[src/rtl/vc_index_stream_decoder.sv]
// rtl/vc_index_stream_decoder.sv - rebuilds a bit vector from a stream of encoded bit indices
module vc_index_stream_decoder #(
  parameter int NBITS     = 32,
  parameter int IDX_NBITS = 5
) (
  input  logic                 clk,
  input  logic                 reset,
  input  logic                 in_val,
  output logic                 in_rdy,
  input  logic [IDX_NBITS+1:0] in_bits,
  output logic                 out_val,
  input  logic                 out_rdy,
  output logic [NBITS-1:0]     out_bits,
  output logic                 out_err,
  output logic [IDX_NBITS:0]   out_cnt
);

  typedef enum logic {
    ST_ACCUM = 1'b0,
    ST_EMIT  = 1'b1
  } state_t;

  localparam logic [IDX_NBITS:0] NBITS_LIM = (IDX_NBITS+1)'(NBITS);
  localparam logic [IDX_NBITS:0] CNT_MAX   = '1;
  localparam logic [NBITS-1:0]   ONE       = {{(NBITS-1){1'b0}}, 1'b1};

  state_t               state_q, state_d;
  logic [NBITS-1:0]     acc_q, acc_d;
  logic                 err_q, err_d;
  logic [IDX_NBITS:0]   cnt_q, cnt_d;

  logic                 beat_last;
  logic                 beat_idx_val;
  logic [IDX_NBITS-1:0] beat_idx;
  logic                 in_range;
  logic [NBITS-1:0]     one_hot;

  assign beat_last    = in_bits[IDX_NBITS+1];
  assign beat_idx_val = in_bits[IDX_NBITS];
  assign beat_idx     = in_bits[IDX_NBITS-1:0];

  // Decode the beat's index; the one-hot is only produced for a valid index so a
  // don't-care index on an idx_val=0 beat never reaches the accumulator.
  always_comb begin
    in_range = 1'b0;
    one_hot  = '0;
    if (beat_idx_val) begin
      in_range = ({1'b0, beat_idx} < NBITS_LIM);
      if (in_range) begin
        one_hot = ONE << beat_idx;
      end
    end
  end

  // Next-state: merge beats while accumulating, hold and then clear around the emit handshake.
  always_comb begin
    state_d = state_q;
    acc_d   = acc_q;
    err_d   = err_q;
    cnt_d   = cnt_q;
    case (state_q)
      ST_ACCUM: begin
        if (in_val) begin
          if (beat_idx_val) begin
            if (in_range) begin
              acc_d = acc_q | one_hot;
              if (cnt_q != CNT_MAX) begin
                cnt_d = cnt_q + 1'b1;
              end
            end else begin
              err_d = 1'b1;
            end
          end
          if (beat_last) begin
            state_d = ST_EMIT;
          end
        end
      end
      ST_EMIT: begin
        if (out_rdy) begin
          acc_d   = '0;
          err_d   = 1'b0;
          cnt_d   = '0;
          state_d = ST_ACCUM;
        end
      end
      default: begin
        state_d = ST_ACCUM;
      end
    endcase
  end

  // State and accumulator registers; reset discards any partial or pending vector.
  always_ff @(posedge clk or negedge reset) begin
    if (!reset) begin
      state_q <= ST_ACCUM;
      acc_q   <= '0;
      err_q   <= 1'b0;
      cnt_q   <= '0;
    end else begin
      state_q <= state_d;
      acc_q   <= acc_d;
      err_q   <= err_d;
      cnt_q   <= cnt_d;
    end
  end

  assign in_rdy   = (state_q == ST_ACCUM);
  assign out_val  = (state_q == ST_EMIT);
  assign out_bits = acc_q;
  assign out_err  = err_q;
  assign out_cnt  = cnt_q;

endmodule

[config.mk]
export PLATFORM = sky130hd
export DESIGN_NAME = vc_index_stream_decoder
export DESIGN_NICKNAME = d
export VERILOG_FILES = /design/src/rtl/vc_index_stream_decoder.sv
export SDC_FILE = /design/constraint.sdc
export NUM_CORES = 1
export LEC_CHECK = 0
export BUFFER_PORTS_ARGS = -buffer_cell sky130_fd_sc_hd__buf_2
export CAP_MARGIN = 10
export CORE_UTILIZATION = 45
export CTS_CLUSTER_SIZE = 24
export DETAILED_ROUTE_END_ITERATION = 16
export GPL_ROUTABILITY_DRIVEN = 0
export PLACE_DENSITY = 0.74
export SLEW_MARGIN = 10
export SYNTH_ARGS = -nofsm -noshare
export SYNTH_HDL_FRONTEND = slang
export SYNTH_SLANG_ARGS = --single-unit
export TNS_END_PERCENT = 10
[constraint.sdc]
create_clock -name clk -period 1.4 [get_ports clk]
set_input_delay 0.14 -clock clk [delete_from_list [all_inputs] [get_ports clk]]
set_output_delay 0.14 -clock clk [all_outputs]
set_load 0.02 [all_outputs]
## After elaboration in Yosys (flattened, before gate mapping)

Cells that the tools add are included.

| word-level totals | value |
|---|---|
| bits in registers | 40 |
| output and inout bits | 41 |

| cells by class | value |
|---|---|
| $add $sub $neg | 1 |
| eq/ne operators | 7 |
| shift-type cells | 1 |
| muxes and demuxes | 22 |
| bitwise gates (word level) | 2 |
| reductions and logical operators | 3 |

Operator list:

| operator | number |
|---|---|
| $mux 32 | 5 |
| $pmux 32 s2 | 1 |
| $or 32x32->32 | 1 |
| $shl 1x5->32 const A | 1 |
| $mux 6 | 5 |
| $pmux 6 s2 | 1 |
| $mux 1 | 8 |
| $reduce_and 4->1 | 2 |
| $add 6x1->6 const B | 1 |
| $ne 2x1->1 const B | 3 |
| $ne 2x2->1 const B | 3 |
| $ne 6x6->1 const B | 1 |
| $reduce_and 5->1 | 1 |
| $pmux 1 s2 | 2 |
| $not 1->1 | 1 |

## Logic depth before layout (Yosys ltp)

| logic depth | value |
|---|---|
| depth in word-level cells | 7 |
| depth in mapped cells | 5 |
| mapped depth without buffers | 5 |

## Worst setup path after synthesis

Ideal clock, no wire load.

| timing | value |
|---|---|
| path type | register to register |
| from | reg state_q, in the netlist out_val |
| to | reg acc_q[6], in the netlist out_bits[6] |
| setup time | 0.065 ns |
| arrival time | 1.530 ns |
| required time | 1.335 ns |
| path slack | -0.195 ns |
| stages on the path, launching flop included | 6 |
| cells stage by stage | dfrtp_1 buf_4 mux2i_2 or4b_4 nor2_1 o21a_1 |

| on the way | value |
|---|---|
| word-level cells in the longest chain between the ends | 3 |
| elaborated cells between the ends (all ways) | 7 |
| those cells by class | 4 x eq/ne; 1 x mux; 1 x bitwise; 1 x reduce/logical |

Ends and longest elaborated chain:

| element | line | source |
|---|---|---|
| from (decl) | 27 | `state_t state_q, state_d;` |
| from (signal assigned) | 101 | `state_q <= state_d;` |
| $not 1->1 | -- |  |
| $ne 2x1->1 (no line) or $ne 2x2->1 (tied branches) | -- |  |
| $reduce_and 4->1 (no line) | -- |  |
| to (signal assigned) | 97 | `acc_q <= '0;` |
| to (signal assigned) | 102 | `acc_q <= acc_d;` |
| to (decl) | 28 | `logic [NBITS-1:0] acc_q, acc_d;` |

Several ways; a longest one is shown, not always the timed one.
A chain may end at the register's enable or synchronous reset.

## Final worst setup path

| timing | value |
|---|---|
| from | reg state_q, in the netlist out_val |
| to | reg acc_q[5], in the netlist out_bits[5] |

The elaborated chain is that of the path after synthesis.

==> results_dict.tcl <==
set metrics [dict create \
    outcome "finished, violations left" \
    violations "setup timing" \
    reg2regPathDepth 5 \
    total_power_mw 3.116 \
    initial_utilization 0.4668 \
    start_kind "flop" \
    r2r_setup_slack_ps -130 \
    syn_nets 171 \
    first_iter_violations 86 \
    setup_slack_ps -133.5 \
    synth_cells 159 \
    ys_warn_count 0 \
    layout.nets 236 \
    grt_pass1_vias 1274 \
    critPathCaptureType "flop" \
    synth_top_family_by_area "simple AND/OR/NAND/NOR gates" \
    worstPathMaxFanout 7 \
    slew-limit-headroom 0.6622 \
    detail_route.wl_per_cell_microns 13.21 \
    fin_crit_sh 1.095 \
    timing.final.crit_period_ps 1534 \
    vias 1391 \
    finalSetupViolations 17 \
    insertion_delay_ps 300 \
    tightest_slew_ps 505.6 \
    ys_seq_area_frac 0.5857 \
    path_clk_slew_ps 70 \
    tns_ps -1364 \
    crit_path_start "out_val$_DFF_PN0_" \
    yosys.area_share.simple 0.2152 \
    max-cap-violations 0 \
    area_growth_pct 32.36 \
    yosys.area.top_type_share 0.5857 \
    grt_max_degree 26 \
    ir_drop_v 0.0008386 \
    synth_edf_count 0 \
    track_usage 0.2005 \
    post_cts_buffers 0 \
    required_ps 1630 \
    clockBufferDepth 2 \
    synth_compound_area_frac 0.1515 \
    cts_root_buf "clkbuf_8" \
    reg2reg_from "out_val$_DFF_PN0_" \
    syn_avg_cell_area_sq_um 10.75 \
    vias_per_cell 5.095 \
    cts_buffers 5 \
    leakage_nw 1.151 \
    grt-ovfl-total 0 \
    coreArea_sq_mm 0.003661 \
    die_y_microns 63.63 \
    worstPathArrival_ps 1770 \
    htree_levels 2 \
    dp_hpwl_mm 2.639 \
    fin_skew_ps 7.103 \
    hold_path_class "primary input to flop" \
    drive_gt1_frac 0.4089 \
    rsz0062_at_grt "yes" \
    die_w_microns 63.63 \
    yosysMostFrequentCell "dfrtp_1" \
    ant_nets 0 \
    finish.utilization 0.6179 \
    port_buffers 51 \
    netlist_area_sq_mm 0.001709 \
    synthTopCellsByArea "dfrtp_1, nor2_1, o21a_1" \
    std_cell_rows 22 \
    synthAdderAreaFrac 0.007321 \
    maxSlewViolCount 0 \
    clock_sinks 40 \
    synth-main-ff-cell "dfrtp_1" \
    crit_path_end "out_bits[5]$_DFFE_PN0P_" \
    final-hold-violation-count 0 \
    synth_seq_cells 40 \
    synth_top_cell_by_area "dfrtp_1" \
    synth_common_cells "dfrtp_1, nor2_1, a21oi_1, o21a_1, nand2_1" \
    synth.area.mux_share 0.02709 \
    async_flop_share 1.000 \
    grt_pass1_wl_mm 6.120 \
    n_antenna_cell 0 \
    cts_tree "done" \
    fmax_ghz 0.6521 \
    drc_errors 0 \
    synth_xor_area_frac 0 \
    antenna_found_initial 0 \
    wl_mm 3.606 \
    timing.rr.end "out_bits[5]$_DFFE_PN0P_" \
    power.density_mw_per_mm2 1377 \
    ios 52 \
    synth_cell_types 33 \
    firstDrtPassIters 6 \
    dieArea_sq_mm 0.004049 \
    path_class "flop to flop" \
]
## layout make-up
| class | instances | area (sq um) |
|---|---|---|
| clock buffers | 5 | 68.82 |
| fillers | 330 | 1399 |
| flip-flops and latches | 40 | 1005 |
| multi-input cells | 114 | 729.5 |
| repair buffers | 62 | 352.8 |
| clock inverters | 3 | 42.54 |
| well taps | 48 | 60.06 |
| inverters | 1 | 3.754 |
## how the worst min path moves through the flow
stage               start                      end  slack, ps  cells past startpoint
2_1_floorplan       reset  out_bits[0]$_DFFE_PN0P_       -160                      0
3_3_place_gp        reset  out_bits[7]$_DFFE_PN0P_         80                      1
3_5_place_dp        reset  out_bits[4]$_DFFE_PN0P_         80                      1
4_1_cts        in_bits[6]        out_val$_DFF_PN0_         80                      3
5_1_grt           out_rdy        out_val$_DFF_PN0_        100                      2
6_report          out_rdy        out_val$_DFF_PN0_         90                      2
## critical path: stages, from the launching register on
cell and delay, ps:
dfrtp_2 420, mux2i_2 160, buf_4 160, or4b_4 520, nor2_1 110, o21a_1 110
## flip-flops by register name (all words and copies together) (netlist names)
| register | flops |
|---|---|
| out_err | 1 |
| out_bits | 32 |
| out_val | 1 |
| out_cnt | 6 |
## report_power, final
part           internal (mW)  leakage, nW  switching, mW  total, mW
Clock                  0.527       0.0541          0.403      0.930
Sequential              1.28        0.533          0.105       1.39
Combinational          0.347        0.564          0.451      0.798
Total                   2.16         1.15          0.959       3.12
## logic make-up after synthesis
| logic type | Yosys count |
|---|---|
| simple gates | 68 |
| compound gates | 41 |
| flops | 40 |
| buf+inv | 5 |
| mux | 4 |
| fa+ha+maj | 1 |
## layout by cell type, fill, tap and decap left out, types with 2 or more instances in the layout
cell / count
o2bb2ai_1: 2
buf_4: 9
nand3_1: 3
buf_2: 51
nor4b_2: 2
o21ai_0: 2
a21oi_1: 18
nand2_1: 4
nand3b_1: 2
o21a_1: 16
nor2b_1: 4
clkbuf_8: 5
dfrtp_2: 3
nor2_1: 29
nor2_2: 5
and2_1: 3
dfrtp_1: 37
or4b_4: 2
nand4_1: 2
mux2_2: 2
## per-layer routing
metal,track usage,vias up,part of all wire,routed length (microns)
li1,-,698,-,-
met1,0.2648,649,0.47,1699
met2,0.3059,38,0.46,1668
met3,0.06341,6,0.049,175
met4,0.07670,0,0.017,61
met5,0,-,0,0
## timing repair
action | 4_1_cts | 5_1_grt
endpoints found under the hold margin | 15 | 0
hold buffers | 1 | 0
pin swaps | 2 | 4
gates resized for setup | 4 | 8
setup endpoints to repair | 27 | 34
## metrics by stage
step                setup WS [ps]  area [sq um]  hold slack (ps)  std cells
global route               -190.2          2262            97.28        273
floorplan                  -132.3          1717           -155.6        159
global placement           -97.04          2097            78.89        264
detailed placement         -141.9          2097            77.58        264
finish                     -133.5          2262            94.61        273
CTS                        -137.2          2237            78.88        273
No activity file was read; power rests on OpenSTA's default activity.
